File: config.mk
export PLATFORM = sky130hd
export DESIGN_NAME = egg_timer_ctrl
export DESIGN_NICKNAME = d
export VERILOG_FILES = /design/src/rtl/egg_timer_ctrl_pkg.sv /design/src/rtl/bcd_mod60.sv /design/src/rtl/egg_timer_ctrl.sv
export SDC_FILE = /design/constraint.sdc
export NUM_CORES = 1
export LEC_CHECK = 0
export BUFFER_PORTS_ARGS = -buffer_cell sky130_fd_sc_hd__clkbuf_2
export CORE_MARGIN = 2
export CORE_UTILIZATION = 54
export DETAILED_ROUTE_END_ITERATION = 6
export PLACE_DENSITY = 0.86
export RECOVER_POWER = 100
export SYNTH_ARGS = -nofsm -noshare
export SYNTH_HDL_FRONTEND = slang
export SYNTH_SLANG_ARGS = --single-unit
export TNS_END_PERCENT = 10
File: constraint.sdc
create_clock -name clk -period 1.8 [get_ports clk]
set_input_delay 0.09 -clock clk [delete_from_list [all_inputs] [get_ports clk]]
set_output_delay 0.09 -clock clk [all_outputs]
set_load 0.02 [all_outputs]
File: src/rtl/egg_timer_ctrl_pkg.sv
`default_nettype none
// ============================================================================
// Module   : egg_timer_ctrl_pkg
// Brief    : State encodings, BCD digit limits and default tick divider.
// Revision : 1.0
// ============================================================================
package egg_timer_ctrl_pkg;

  typedef enum logic [1:0] {
    ST_SET   = 2'd0,
    ST_RUN   = 2'd1,
    ST_PAUSE = 2'd2,
    ST_DONE  = 2'd3
  } state_e;

  localparam logic [3:0]  SEC_TENS_MAX     = 4'd5;
  localparam logic [3:0]  ONES_MAX         = 4'd9;
  localparam int unsigned TICK_DIV_DEFAULT = 50_000_000;

endpackage
`default_nettype wire

File: src/rtl/bcd_mod60.sv
`default_nettype none
// ============================================================================
// Module   : bcd_mod60
// Brief    : Two-digit BCD register counting 00..59 with inc/dec/clr.
// Revision : 1.0
// ============================================================================
module bcd_mod60
  import egg_timer_ctrl_pkg::*;
(
  input  logic       clk,
  input  logic       reset,
  input  logic       inc_i,
  input  logic       dec_i,
  input  logic       clr_i,
  output logic [3:0] tens_o,
  output logic [3:0] ones_o,
  output logic       zero_o,
  output logic       borrow_out_o
);

  logic [3:0] tens_q, tens_d;
  logic [3:0] ones_q, ones_d;

  always_comb begin
    tens_d = tens_q;
    ones_d = ones_q;
    if (clr_i) begin
      tens_d = 4'd0;
      ones_d = 4'd0;
    end else if (inc_i) begin
      if (ones_q == ONES_MAX) begin
        ones_d = 4'd0;
        tens_d = (tens_q == SEC_TENS_MAX) ? 4'd0 : tens_q + 4'd1;
      end else begin
        ones_d = ones_q + 4'd1;
      end
    end else if (dec_i) begin
      // 00 wraps to 59; the caller sees borrow_out_o in the same cycle
      if (ones_q == 4'd0) begin
        ones_d = ONES_MAX;
        tens_d = (tens_q == 4'd0) ? SEC_TENS_MAX : tens_q - 4'd1;
      end else begin
        ones_d = ones_q - 4'd1;
      end
    end
  end

  always_ff @(posedge clk) begin
    if (reset) begin
      tens_q <= 4'd0;
      ones_q <= 4'd0;
    end else begin
      tens_q <= tens_d;
      ones_q <= ones_d;
    end
  end

  assign tens_o       = tens_q;
  assign ones_o       = ones_q;
  assign zero_o       = (tens_q == 4'd0) && (ones_q == 4'd0);
  assign borrow_out_o = dec_i && !clr_i && !inc_i && zero_o;

endmodule
`default_nettype wire

File: src/rtl/egg_timer_ctrl.sv
`default_nettype none
// ============================================================================
// Module   : egg_timer_ctrl
// Brief    : MM:SS egg-timer countdown with BCD digits and blinking finish.
// Revision : 1.0
// ============================================================================
module egg_timer_ctrl
  import egg_timer_ctrl_pkg::*;
#(
  parameter int unsigned TICK_DIV = TICK_DIV_DEFAULT
) (
  input  logic       clk,
  input  logic       reset,
  input  logic       btn_set_min,
  input  logic       btn_set_sec,
  input  logic       btn_start,
  output logic [3:0] min_tens,
  output logic [3:0] min_ones,
  output logic [3:0] sec_tens,
  output logic [3:0] sec_ones,
  output logic       running,
  output logic       done,
  output logic       blank
);

  localparam int unsigned    PRE_W    = (TICK_DIV > 1) ? $clog2(TICK_DIV) : 1;
  localparam logic [PRE_W-1:0] PRE_LAST = PRE_W'(TICK_DIV - 1);

  state_e             state_q, state_d;
  logic [PRE_W-1:0]   pre_q, pre_d;
  logic               blank_q, blank_d;

  logic w_tick;
  logic w_sec_zero, w_min_zero, w_time_zero, w_last_sec;
  logic w_sec_inc, w_min_inc, w_sec_dec, w_min_dec, w_clr;
  logic w_unused_min_borrow;

  assign w_tick      = (pre_q == PRE_LAST);
  assign w_time_zero = w_sec_zero && w_min_zero;
  assign w_last_sec  = w_min_zero && (sec_tens == 4'd0) && (sec_ones == 4'd1);

  assign w_sec_inc = (state_q == ST_SET) && btn_set_sec;
  assign w_min_inc = (state_q == ST_SET) && btn_set_min;
  assign w_sec_dec = (state_q == ST_RUN) && w_tick && !btn_start;
  assign w_clr     = (state_q == ST_DONE) && btn_start;

  bcd_mod60 u_sec (
    .clk          (clk),
    .reset        (reset),
    .inc_i        (w_sec_inc),
    .dec_i        (w_sec_dec),
    .clr_i        (w_clr),
    .tens_o       (sec_tens),
    .ones_o       (sec_ones),
    .zero_o       (w_sec_zero),
    .borrow_out_o (w_min_dec)
  );

  bcd_mod60 u_min (
    .clk          (clk),
    .reset        (reset),
    .inc_i        (w_min_inc),
    .dec_i        (w_min_dec),
    .clr_i        (w_clr),
    .tens_o       (min_tens),
    .ones_o       (min_ones),
    .zero_o       (w_min_zero),
    .borrow_out_o (w_unused_min_borrow)
  );

  always_ff @(posedge clk) begin
    if (reset) begin
      state_q <= ST_SET;
      pre_q   <= '0;
      blank_q <= 1'b0;
    end else begin
      state_q <= state_d;
      pre_q   <= pre_d;
      blank_q <= blank_d;
    end
  end

  always_comb begin
    state_d = state_q;
    case (state_q)
      ST_SET:   if (btn_start && !w_time_zero) state_d = ST_RUN;
      ST_RUN: begin
        // a pause wins over a coincident tick, dropping that decrement
        if (btn_start)                 state_d = ST_PAUSE;
        else if (w_tick && w_last_sec) state_d = ST_DONE;
      end
      ST_PAUSE: if (btn_start) state_d = ST_RUN;
      ST_DONE:  if (btn_start) state_d = ST_SET;
      default:  state_d = ST_SET;
    endcase
  end

  always_comb begin
    pre_d   = pre_q;
    blank_d = 1'b0;
    case (state_q)
      ST_SET:   pre_d = '0;
      ST_RUN:   pre_d = w_tick ? '0 : pre_q + 1'b1;
      ST_PAUSE: pre_d = pre_q;
      ST_DONE: begin
        if (btn_start) begin
          pre_d   = '0;
          blank_d = 1'b0;
        end else begin
          pre_d   = w_tick ? '0 : pre_q + 1'b1;
          blank_d = w_tick ? !blank_q : blank_q;
        end
      end
      default:  pre_d = '0;
    endcase
  end

  always_comb begin
    running = (state_q == ST_RUN);
    done    = (state_q == ST_DONE);
  end

  assign blank = blank_q;

endmodule
`default_nettype wire

==> results.cfg, run 1 <==
[power]
p_leak_nw = 1.359
intPower_mw = 1.420
p_sw_mw = 0.6209
p_comb_share_pct = 17.8
vdd_drop_max_mv = 0.6028
switching_share_pct = 30.42
seq_power_share_pct = 50.1
powerDensity_nw_per_um2 = 524.2
power_frac_clock_pct = 32.1

[setup_path]
critPathMaxFanout = 4
crit_family = simple AND/OR/NAND/NOR gates
path_cells = nor4b_1 -> nand3_1 -> or4_4 -> a22o_1 -> a21oi_1
cp.required_ps = 2050
slowest_delay_ps = 560
path_class = reg2reg
path_buf_inv = 0
slowest_stage = or4_4
cp.arrival_ps = 2110
reg2reg_slack_ps = -50
critical_path.endpoint_type = flip-flop
startpoint_type = flip-flop

[synth]
synth_compound_gate_area_share_pct = 15.92
synth_ff_type = dfxtp_1
ys_async_sr_fraction_pct = 0
synth_fp_nets = 370
synth-simple-area-share_pct = 38.88
synth_cells = 364
syn_area_um2 = 2829
synth_cell_type_count = 62
yosys_warnings = 0
synth_edf_count = 0
synth_seq_cells = 45
synth_top_family_by_area = simple AND/OR/NAND/NOR gates
synthMuxAreaShare_pct = 1.061
synth_xor_area_share_pct = 6.811
synth_area_per_cell_um2 = 7.772
yosys.area_share.adder_pct = 0.4423
ys_seq_area_share_pct = 31.84

[cells_and_area]
syn2layout_area_growth_pct = 37.64
nets = 462
n_antenna_cell = 0
drive_gt1_share_pct = 33.26

[route]
vias = 3281
ant_nets = 0
highest_layer = met4
post_drt_wl_per_cell_um = 16.32
met1Wirelength_um = 3263
dr.pass1.iters = 5
first_iter_violations = 353
drcViolationCount = 0
route.met3.wl_um = 520
wl_met2_um = 4473
finalWirelength_um = 8602
drt-vias-per-instance = 6.226

[floorplan]
top_level_ports = 24
die-width_um = 76.38
die_h_um = 76.38
core_um2 = 5075
die-area_um2 = 5834
rows = 26
initial_core_util_pct = 55.74

[global_route]
grt_pass1_wl_um = 13520
grt_max_degree = 22
gr-total-overflow = 0
antenna_found_initial = 0
grt_pass1_vias = 2936
grt_usage_pct = 27.85

[clock_tree]
root_buffer = clkbuf_8
clk_latency_ps = 310
cts_buffers = 5
cts_sinks = 45
clkTransAtPathRegs_ps = 90
htree_num_levels = 2
cts_tree = yes
clockBufferDepth = 2
ctsHoldBuffers = 0

[worst_hold_path]
hp-class = in2reg

[placement]
dpl.hpwl_um = 5841
io_buffers = 23
gp_congestion = 0.9081

[timing]
finalSetupTns_ps = -82.41
tightest_slew_ps = 453.9
report.final.setup_viol = 3
clock.fmax_ghz = 0.5396
post-route-min-period_ps = 1853
maxSlewHeadroom_pct = 69.74
fin_ws_ps = -53.20
worst_hold_slack_ps = 122.4
fin_skew_ps = 9.980
maxSlewViolCount = 0
rsz0062_at_grt = true
finalCritPeriodShare_pct = 103.0
hold_viol = 0

[run]
cap_viol_max_count = 0

[outcome]
violations = negative setup slack
outcome = finished with violations
## final timing paths
check	cells after the start	endpoint	startpoint
hold reg to reg	2	pre_q[23]$_SDFFE_PP0P_	pre_q[23]$_SDFFE_PP0P_
hold / removal	2	state_q[0]$_SDFFE_PP0P_	reset
setup / recovery	5	u_sec.ones_o[2]$_SDFFE_PP0P_	pre_q[8]$_SDFFE_PP0P_
setup reg to reg	5	u_sec.ones_o[2]$_SDFFE_PP0P_	pre_q[8]$_SDFFE_PP0P_
## area by class of cell
cell class	count	area, µm²
Clock buffer	5	68.82
Timing Repair Buffer	109	794.5
Fill cell	366	1181
Inverter	11	41.29
Tap cell	70	87.58
Clock inverter	3	22.52
Multi-Input combinational cell	284	1946
Sequential cell	45	933.4
## sequential cells by signal, indices dropped and copies added (netlist names)
signal	flops
u_min.ones_o	4
blank	1
u_sec.ones_o	4
pre_q	26
u_sec.tens_o	4
u_min.tens_o	4
state_q	2
## cells in the mapped netlist (2+ instances only)
cell,number,area share (%)
o21ai_0,11,1.9
and4_1,5,1.5
clkbuf_1,19,2.5
o31a_1,2,0.62
nor3_1,21,3.7
nand3_1,21,3.7
nor2b_1,5,1.1
nand2b_1,6,1.3
o211ai_1,6,1.6
a31oi_1,8,1.8
a21oi_1,11,1.9
o221ai_1,2,0.62
nand4_1,21,4.6
nor4_1,10,2.2
nor2_1,42,5.6
or3b_2,3,0.93
nand2_1,28,3.7
o311ai_0,2,0.62
or4_1,2,0.53
inv_1,11,1.5
nor4b_4,2,1.7
dfxtp_1,45,32
xnor2_1,17,5.3
buf_2,3,0.53
a211oi_1,4,1.1
or3_1,6,1.3
mux2i_1,3,1.1
nand4b_1,2,0.62
xor2_1,5,1.5
o31ai_1,2,0.53
o21a_1,2,0.53
nor3b_1,2,0.53
nand3b_1,3,0.80
and3_1,2,0.44
nor4b_1,3,0.93
## what timing repair did
item | CTS | global route
pin swaps | 3 | 18
setup endpoints to repair | 15 | 41
buffers inserted | 1 | 11
resized for setup | 9 | 51
cloned | 0 | 0
## through the flow
step                worst slack, ps  power (mW)  std cells  instance area (µm²)  utilization (%)
finish                       -53.20       2.041        527                 3894            76.73
global route                 -137.7       2.120        527                 3894            76.73
CTS                          -31.11       2.011        516                 3649            71.89
detailed placement           -161.8       1.372        507                 3527            69.50
global placement             -87.77       1.363        507                 3527            69.50
floorplan                    -60.35       1.244        364                 2864                -
## layer usage
layer  GRT usage [%]  vias up
li1                -     1531
met4           8.727        0
met5               0        -
met3           4.384       41
met2           51.86      174
met1           32.51     1535
## power groups by stage
stage | Sequential (mW) | Combinational (mW) | Clock [mW]
final | 1.02 | 0.362 | 0.656
after global routing | 1.02 | 0.393 | 0.703
after CTS | 1.03 | 0.324 | 0.659
after detailed placement | 1.05 | 0.322 | 0
after global placement | 1.05 | 0.313 | 0
after floorplan | 1.06 | 0.188 | 0
## cell families (layout without fill, tap and decap cells)
logic type                 count (synthesis)  after routing
and+or+nand+nor                          193            193
AOI/OAI and AO/OA                         65             65
DFF                                       45             45
buffers and inverters                     35            128
xor gates and xnor gates                  22             22
muxes                                      3              3
adders and majority gates                  1              1
## placed cells by master, fill, tap and decap left out, types with 10 or more instances in the layout
master / count
dfxtp_2: 11
a21oi_1: 11
nand2_1: 28
buf_6: 10
clkbuf_1: 17
xnor2_1: 17
nand4_1: 21
nand3_1: 20
nor3_1: 17
buf_4: 71
inv_1: 11
dfxtp_1: 29
nor2_1: 42
No activity file was read; power rests on OpenSTA's default activity.
==> run 2: changes to the inputs <==
--- a/config.mk
+++ b/config.mk
@@ -5,6 +5,7 @@
 export SDC_FILE = /design/constraint.sdc
 export NUM_CORES = 1
 export LEC_CHECK = 0
+export ABC_AREA = 1
 export BUFFER_PORTS_ARGS = -buffer_cell sky130_fd_sc_hd__clkbuf_2
 export CORE_MARGIN = 2
 export CORE_UTILIZATION = 54
==> run 2 against run 1 <==
The run now ends clean; flip-flop and latch count unchanged; die area increased by 1.3%; via count decreased by 7.0%; combinational power increased by 48%; synthesized cell count increased by 24%; register-to-register slack improved by 160 ps; worst setup slack improved by 160 ps; routed wire length decreased by 17%.
==> results.cfg, run 2 <==
[timing]
worst_hold_slack_ps = 33.23
maxSlewHeadroom_pct = 71.61
maxSlewViolCount = 0
tightest_slew_ps = 421.9
clock.fmax_ghz = 0.5920
post-route-min-period_ps = 1689
rsz0062_at_grt = true
finalCritPeriodShare_pct = 93.84
fin_skew_ps = 9.704
finalSetupTns_ps = 0
report.final.setup_viol = 0
hold_viol = 0

[clock_tree]
clkTransAtPathRegs_ps = 90
clk_latency_ps = 300
cts_sinks = 45
htree_num_levels = 2
cts_buffers = 5
ctsHoldBuffers = 0
root_buffer = clkbuf_8
cts_tree = yes
clockBufferDepth = 2

[global_route]
grt_pass1_vias = 2803
grtUsageMet2_pct = 42.19
top_usage_layer = met2
grt_max_degree = 14
grt_pass1_wl_um = 12290
grtUsageMet1_pct = 32.13
grt_usage_pct = 24.97
use_met3_pct = 3.882
antenna_found_initial = 0
gr-total-overflow = 0

[synth]
ys_async_sr_fraction_pct = 0
synth_fp_nets = 458
synth_edf_count = 0
synthTopCellsByCount = nand2_1, nor2_1, inv_1
synth_seq_cells = 45
synth_cell_type_count = 39
yosys_warnings = 0
synth_cells = 452
synth.most_common_cell = nand2_1
synth_area_per_cell_um2 = 6.342
synthTopCellsByArea = dfxtp_1, nand2_1, nor2_1
yosysTopAreaCell = dfxtp_1
synth_top_area_share_pct = 31.43
ys_seq_area_share_pct = 31.43
syn_area_um2 = 2866
synth_ff_type = dfxtp_1

[setup_path]
slowest_stage = dfxtp_2
path_buf_inv = 1
critical_path.endpoint_type = flip-flop
path_common_cell = nand2_4
cp.arrival_ps = 1880
startpoint_type = flip-flop
critPathMaxFanout = 11
crit_family = simple AND/OR/NAND/NOR gates
cp.required_ps = 1990
path_cells = ha_4 -> nand2_4 -> nor2_4 -> nand2_2 -> nor2_4 -> nand2_2 -> nand2_4 -> nand2_4 -> nand2_4 -> buf_12 -> nor2_1
path_class = reg2reg
reg2reg_slack_ps = 110
slowest_delay_ps = 360

[cells_and_area]
n_antenna_cell = 0
nFillCells = 475
mostFrequentLayoutCells = nand2_1, nor2_1, inv_1
fin_util_pct = 64.01
drive_gt1_share_pct = 13.91
largest_reg_flops = 26
nets = 494
syn2layout_area_growth_pct = 14.06
post_layout_nonfiller_instances = 559
regMostFlops = pre_q
layout_commonest_cell = nand2_1

[outcome]
outcome = complete, no violations

[floorplan]
die-area_um2 = 5907
initial_core_util_pct = 56.12
rows = 26
die-width_um = 76.86
core_um2 = 5107
top_level_ports = 24
die_h_um = 76.86

[placement]
gp_congestion = 0.9338
dp_cells = 548
dpl.hpwl_um = 5365
io_buffers = 23

[route]
post_drt_wl_per_cell_um = 12.73
drt-vias-per-instance = 5.458
ant_nets = 0
drcViolationCount = 0
finalWirelength_um = 7117
dr.pass1.iters = 5
first_iter_violations = 273
vias = 3051

[power]
fin_total_pwr_mw = 2.438
p_leak_nw = 1.319
powerDensity_nw_per_um2 = 745.8
vdd_drop_max_mv = 0.5074

[worst_hold_path]
hp-class = in2reg

[run]
cap_viol_max_count = 0
==> run 2: cell types whose count changed after synthesis, sizes merged, moves of 16 or more <==
| cell | delta |
|---|---|
| inv | +48 |
| clkbuf | -18 |
| xnor2 | -16 |
| nor2 | +33 |
| nand2 | +91 |
| a21oi | +20 |
==> run 2: what timing repair did <==
action	CTS	global route
resized for setup	0	12
buffers inserted	0	3
endpoints found under the setup margin	0	36
==> run 2: cell type report <==
type                    instances  area, µm²  area share, %
clock buffers                   7      86.33          2.641
clock inverters                 1      30.03         0.9185
repair buffers                 32      171.4          5.243
flip-flops and latches         45      903.4          27.63
inverters                      60      227.7          6.965
well taps                      70      87.58          2.679
multi-input cells             344       1763          53.92
==> run 2: cells by family after synthesis <==
family	after synthesis	synth area share, %
AO/OA/AOI/OAI	73	14.23
buffers and inverters	63	8.555
flip-flops	45	31.43
AND/OR/NAND/NOR	265	43.82
XOR/XNOR	5	1.528
adder cells (fa/ha/maj)	1	0.4364
==> run 2: report_power, final <==
part / total [mW] / internal (mW) / switching, mW
sequential: 1.10 / 1.04 / 0.0618
combinational: 0.536 / 0.182 / 0.354
clock: 0.805 / 0.453 / 0.352
total: 2.44 / 1.67 / 0.767
==> run 2: worst paths after layout <==
| path | endpoint | startpoint | cells after the start |
|---|---|---|---|
| setup / recovery | pre_q[17]$_SDFFE_PP0P_ | pre_q[1]$_SDFFE_PP0P_ | 11 |
| hold / removal | pre_q[22]$_SDFFE_PP0P_ | reset | 2 |
| setup reg to reg | pre_q[17]$_SDFFE_PP0P_ | pre_q[1]$_SDFFE_PP0P_ | 11 |
| hold reg to reg | pre_q[20]$_SDFFE_PP0P_ | pre_q[20]$_SDFFE_PP0P_ | 2 |
==> run 2: metal layers <==
layer	part of all wire [%]	wire length (µm)
met1	46	3280
met2	47	3322
met3	4.8	344
met4	2.4	170
met5	0	0
==> run 2: metrics by stage <==
step	cell area [µm²]	setup WS, ps
after floorplan	2867	260.1
after global placement	3107	145.5
after detailed placement	3107	58.50
after CTS	3223	37.11
after global routing	3269	-32.50
final	3269	110.9
